==> src/rtl/mod_counter_stage.sv <==
// Modulo-MODULUS up/down counter stage with synchronous clear/preset and
// combinational carry/borrow strobes for zero-latency cascading on one clock.
module mod_counter_stage #(
  parameter int MODULUS = 60,
  parameter int WIDTH   = 6
) (
  input  logic             clk,
  input  logic             rst_n,
  input  logic             i_en,
  input  logic             i_up,
  input  logic             i_clr,
  input  logic             i_load,
  input  logic [WIDTH-1:0] i_load_val,
  output logic [WIDTH-1:0] o_cnt,
  output logic             o_carry,
  output logic             o_borrow,
  output logic             o_at_max
);

  localparam logic [WIDTH-1:0] MAX_CNT = WIDTH'(MODULUS - 1);

  logic [WIDTH-1:0] cnt_q;
  logic [WIDTH-1:0] cnt_d;
  logic             at_max;
  logic             at_zero;
  logic             step_ok;

  assign at_max  = (cnt_q == MAX_CNT);
  assign at_zero = (cnt_q == '0);

  // A step only happens when nothing of higher priority claims the edge.
  assign step_ok = rst_n & i_en & ~i_clr & ~i_load;

  // NOTE: cnt_d gets a default before any branch so no path leaves it
  // unassigned; otherwise synthesis infers a latch.
  always_comb begin
    cnt_d = cnt_q;
    if (i_clr) begin
      cnt_d = '0;
    end else if (i_load) begin
      cnt_d = (i_load_val > MAX_CNT) ? MAX_CNT : i_load_val;
    end else if (i_en) begin
      // Wrap is an explicit compare so MODULUS == 2**WIDTH needs no overflow.
      if (i_up) begin
        cnt_d = at_max ? '0 : cnt_q + WIDTH'(1);
      end else begin
        cnt_d = at_zero ? MAX_CNT : cnt_q - WIDTH'(1);
      end
    end
  end

  // NOTE: registers use non-blocking assignments so every flop samples
  // pre-edge values, independent of process evaluation order.
  always_ff @(posedge clk) begin
    if (!rst_n) begin
      cnt_q <= '0;
    end else begin
      cnt_q <= cnt_d;
    end
  end

  assign o_cnt    = cnt_q;
  assign o_at_max = at_max;
  assign o_carry  = step_ok &  i_up & at_max;
  assign o_borrow = step_ok & ~i_up & at_zero;

endmodule
==> config.mk <==
export PLATFORM = sky130hd
export DESIGN_NAME = mod_counter_stage
export DESIGN_NICKNAME = d
export VERILOG_FILES = /design/src/rtl/mod_counter_stage.sv
export SDC_FILE = /design/constraint.sdc
export NUM_CORES = 1
export LEC_CHECK = 0
export ABC_AREA = 1
export BUFFER_PORTS_ARGS = -buffer_cell sky130_fd_sc_hd__buf_2
export CORE_MARGIN = 1
export CORE_UTILIZATION = 40
export DETAILED_ROUTE_END_ITERATION = 10
export GPL_ROUTABILITY_DRIVEN = 0
export PLACE_DENSITY_LB_ADDON = 0.08
export SLEW_MARGIN = 30
export SYNTH_ARGS = -nofsm -noshare
export SYNTH_HDL_FRONTEND = slang
export SYNTH_SLANG_ARGS = --single-unit
==> constraint.sdc <==
create_clock -name clk -period 2.9 [get_ports clk]
set_clock_uncertainty 0.2 [all_clocks]
set_input_delay 0.29 -clock clk [delete_from_list [all_inputs] [get_ports clk]]
set_output_delay 0.29 -clock clk [all_outputs]
set_load 0.01 [all_outputs]
# [After elaboration in Yosys (flattened, before gate mapping)]
# Cells that the tools add are included.
[totals] in_bits=12 regBits=6
[classes] bitwise_logic=11 n_mux=6 reduce_logical=3 n_addsub=2 n_lt_le_gt_ge=1 n_eq_ne=1
[op_table] operator="$mux 6" n=6
[op_table] operator="$and 1x1->1" n=7
[op_table] operator="$add 6x1->6 const B" n=1
[op_table] operator="$eq 6x6->1 const B" n=1
[op_table] operator="$gt 6x6->1 const B" n=1
[op_table] operator="$logic_not 6->1" n=1
[op_table] operator="$sub 6x1->6 const B" n=1
[op_table] operator="$not 1->1" n=4
[op_table] operator="$reduce_bool 2->1" n=1
[op_table] operator="$reduce_or 2->1" n=1

# [Depth between registers and ports, before layout]
[depth] word_depth=5 depth_mapped=10 ltp_nobuf=10

# [Least setup slack after synthesis]
# No wires, ideal clock.
[synth_path] path_type="flip-flop to output port" startpoint="register cnt_q[1] (netlist: o_cnt[1])" endpoint="output port o_carry" slack_ns=1.071 required_ns=2.410 stages_incl_launch_ff=6 arrival_ns=1.339 path_cell_list="dfxtp_1 ha_1 nand2_4 nor2_4 inv_1 nor3_1"
[synth_between] elab_chain_len=2
[synth_lines] item="start: declaration" line="22" rtl="logic [WIDTH-1:0] cnt_q;"
[synth_lines] item="start signal: assignment" line="58" rtl="cnt_q <= cnt_d;"
[synth_lines] item="$eq 6x6->1" line="28" rtl="assign at_max = (cnt_q == MAX_CNT);"
[synth_lines] item="via o_at_max" line="17" rtl="output logic o_at_max"
[synth_lines] item="$and 1x1->1" line="64" rtl="assign o_carry = step_ok & i_up & at_max;"
[synth_lines] item="end: declaration" line="15" rtl="output logic o_carry,"
# The timed path passes the listed nets, and every way through them passes these cells.

# [Final worst setup path]
[layout_path] startpoint="register cnt_q[1] (netlist: o_cnt[1])" endpoint="output port o_carry"
[layout_between] elab_chain_len=2
[layout_lines] item="$eq 6x6->1" line="28"
[layout_lines] item="$and 1x1->1" line="64"
# Every way passes these cells.

==> impl_metrics.py <==
metrics = {
    "logic_synthesis": {
        "synthCells": 103,
        "yosysWarnings": 0,
        "ys_seq_area_share_pct": 17.5,
        "synth-seq-cells": 6,
        "syn_nets": 118,
        "syn_area_um2": 686,
        "synth_cell_types": 28,
        "yosys.area.top_type": "dfxtp_1",
        "synth_area_leaders": "dfxtp_1 (18%), nand2_1 (13%), nand3_1 (6.6%)",
        "synth_top_area_share_pct": 17.5,
        "avgSynthCellArea_um2": 6.66,
    },
    "global_route": {
        "grt_pass1_wl_um": 2460,
        "grt_pass1_vias": 581,
        "grt_usage_pct": 17.7,
        "antenna_found_initial": 0,
        "gr-total-overflow": 0,
        "grt_max_degree": 12,
    },
    "clock_network": {
        "cts_buffers": 3,
        "postCtsSetupBuffers": 0,
        "cts_buffer_depth": 2,
        "h-tree-depth": 1,
        "cts_sinks": 6,
        "holdBufCountCts": 0,
        "cts-root-buf": "clkbuf_4",
        "cts_tree": "done",
        "clock_latency_ns": 0.24,
        "ctsResizeCount": 0,
        "cts.clk_slew.worst_paths_ns": 0.04,
    },
    "sta": {
        "whs_ns": 0.170,
        "clock.fmax_mhz": 474,
        "rsz0062_at_grt": "false",
        "tns_ns": 0,
        "worst_pin_slew_ns": 0.587,
        "finalCritPeriodShare_pct": 72.8,
        "finalSetupViolCount": 0,
        "slew_viol_final": 0,
        "max_slew_margin_pct": 60.8,
        "finalHoldViolCount": 0,
        "post-route-min-period_ns": 2.11,
    },
    "routing": {
        "drtAntennaViolNets": 0,
        "via_per_inst": 5.10,
        "detail_route.wl_per_cell_um": 11.2,
        "drc": 5,
        "routed_wl_um": 1570,
        "drt-initial-drc-count": 21,
        "vias": 714,
        "first_pass_iters": 7,
    },
    "pwr": {
        "combPwrFrac_pct": 33.4,
        "ir_drop_mv": 0.128,
        "p_switching_mw": 0.0898,
        "leakagePower_nw": 0.385,
        "sw_frac_of_total_pct": 34.4,
        "cellPowerDensity_nw_per_um2": 324,
        "seq_power_share_pct": 38.4,
        "clkPwrFrac_pct": 28.2,
        "p_int_mw": 0.171,
    },
    "worst_hold_path": {
        "hold_depth": 3,
        "whs_endpoint": "o_cnt[2]$_SDFFE_PP0P_",
        "min_from": "i_en",
        "min_path_type": "in2reg",
    },
    "critical_path": {
        "critPathMaxStageDelay_ns": 0.49,
        "cp-start-kind": "flip-flop",
        "reg2regPathDepth": 8,
        "cp.arrival_ns": 1.62,
        "crit_family": "flip-flops",
        "r2r-end": "o_cnt[0]$_SDFFE_PP0P_",
        "worstSetupPathType": "reg2out",
        "crit_buf_inv": 2,
        "timing.rr.start": "o_cnt[1]$_SDFFE_PP0P_",
        "crit_path_top_delay_cell": "dfxtp_1",
        "ff2ff_setup_slack_ns": 1.14,
        "worstSetupPathDepth": 6,
        "critical_path.endpoint_type": "output port",
        "required_ns": 2.41,
        "path_cells": "ha_1 > nand2_4 > nor2_4 > inv_1 > nor3_1 > buf_2",
        "crit_path_max_fanout": 6,
    },
    "final_layout": {
        "drive_gt1_share_pct": 34.7,
        "area_delta_synth_final_pct": 17.5,
        "antenna_cells": 0,
        "largest_reg_flops": 6,
        "nets": 141,
    },
    "floorplanning": {
        "rows": 14,
        "die_area_um2": 1880,
        "die_y_um": 43.4,
        "io_pins": 21,
        "initial_utilization_pct": 44.0,
        "coreArea_um2": 1560,
        "chipWidth_um": 43.4,
    },
    "run": {
        "max_cap_violations": 0,
    },
    "place": {
        "dpl.hpwl_um": 1240,
        "portBuffers": 20,
    },
    "run_status": {
        "violations": "design-rule violations",
        "status": "finished, violations left",
    },
}
==> cells by family (layout without fill, tap and decap cells) <==
logic type	after synthesis	after routing	share of synthesized area (%)
AOI/OAI and AO/OA	16	16	15.1
xor gates and xnor gates	5	5	6.39
adders and majority gates	3	3	5.48
buffers and inverters	15	36	10.8
DFF	6	6	17.5
and+or+nand+nor	58	58	44.7
==> layout by cell type (no fill, tap or decap), drive strengths merged <==
cell and instances:
nand2 25, buf 20, nor2 16, inv 13, nand3 10, o21ai 7
dfxtp 6, a21oi 6, nor3 3, xor2 3, ha 3, clkbuf 3
xnor2 2, nand4 2, a32oi 1, o221ai 1, a31oi 1, nand3b 1
or2 1
==> how the worst max path moves through the flow <==
stage               slack (ns)  endpoint                  start
CTS                       0.77   o_carry  o_cnt[1]$_SDFFE_PP0P_
finish                    0.79   o_carry  o_cnt[1]$_SDFFE_PP0P_
detailed placement        1.04   o_carry  o_cnt[1]$_SDFFE_PP0P_
floorplan                 1.07   o_carry  o_cnt[1]$_SDFFE_PP0P_
global placement          1.00   o_carry  o_cnt[1]$_SDFFE_PP0P_
global route              0.67   o_carry  o_cnt[1]$_SDFFE_PP0P_
==> per-layer routing <==
layer | wire length [µm] | global-route usage, %
met5 | 0 | 0
met4 | 0 | 5.63
met3 | 83 | 3.75
met2 | 703 | 27.0
met1 | 780 | 25.1
==> worst register-to-register path, cell delays in order (launching register included) <==
cell and delay [ns]:
dfxtp_1 0.49, ha_1 0.34, nand2_4 0.08, nor2_4 0.14, inv_1 0.07, o21ai_1 0.13, nand2_1 0.07, nand2_1 0.07
a21oi_1 0.06
==> cell usage after synthesis <==
cell      number
o221ai_1       1
o21ai_0        5
dfxtp_1        6
nand4_2        1
nor2_4         3
o21ai_2        1
a21oi_1        3
inv_4          1
nand3b_1       1
o21ai_1        1
xnor2_1        2
nand4_1        1
nand2_1       23
a31oi_1        1
xor2_1         3
nor3_1         3
buf_6          2
inv_2          3
or2_1          1
a32oi_1        1
ha_1           3
nor2_2         5
nand3_2        1
nand2_4        2
nand3_1        9
inv_1          9
nor2_1         8
a21oi_2        3
==> power by group through the flow <==
stage | clock [mW] | combinational [mW] | sequential, mW
floorplan | 0 | 0.0667 | 0.0971
global placement | 0 | 0.0876 | 0.102
detailed placement | 0 | 0.0870 | 0.102
CTS | 0.0768 | 0.0873 | 0.100
global route | 0.0857 | 0.0979 | 0.101
finish | 0.0736 | 0.0872 | 0.100
==> stage by stage <==
stage | setup WS (ns) | utilization [%] | area (µm²) | total power, mW | std cells
after floorplan | 1.07 | - | 686 | 0.164 | 103
after global placement | 1.00 | 50.2 | 783 | 0.189 | 137
after detailed placement | 1.04 | 50.2 | 783 | 0.189 | 137
after CTS | 0.765 | 51.7 | 806 | 0.264 | 140
after global routing | 0.669 | 51.7 | 806 | 0.285 | 140
final | 0.790 | 51.7 | 806 | 0.261 | 140
==> final cells by class <==
class                           count  area [µm²]
Inverter                           13        51.3
Sequential cell                     6         120
Clock buffer                        3        22.5
Timing Repair Buffer               20         100
Multi-Input combinational cell     82         492
Fill cell                         170         753
Tap cell                           16        20.0
Note: power is estimated with default switching activity, not from simulation.
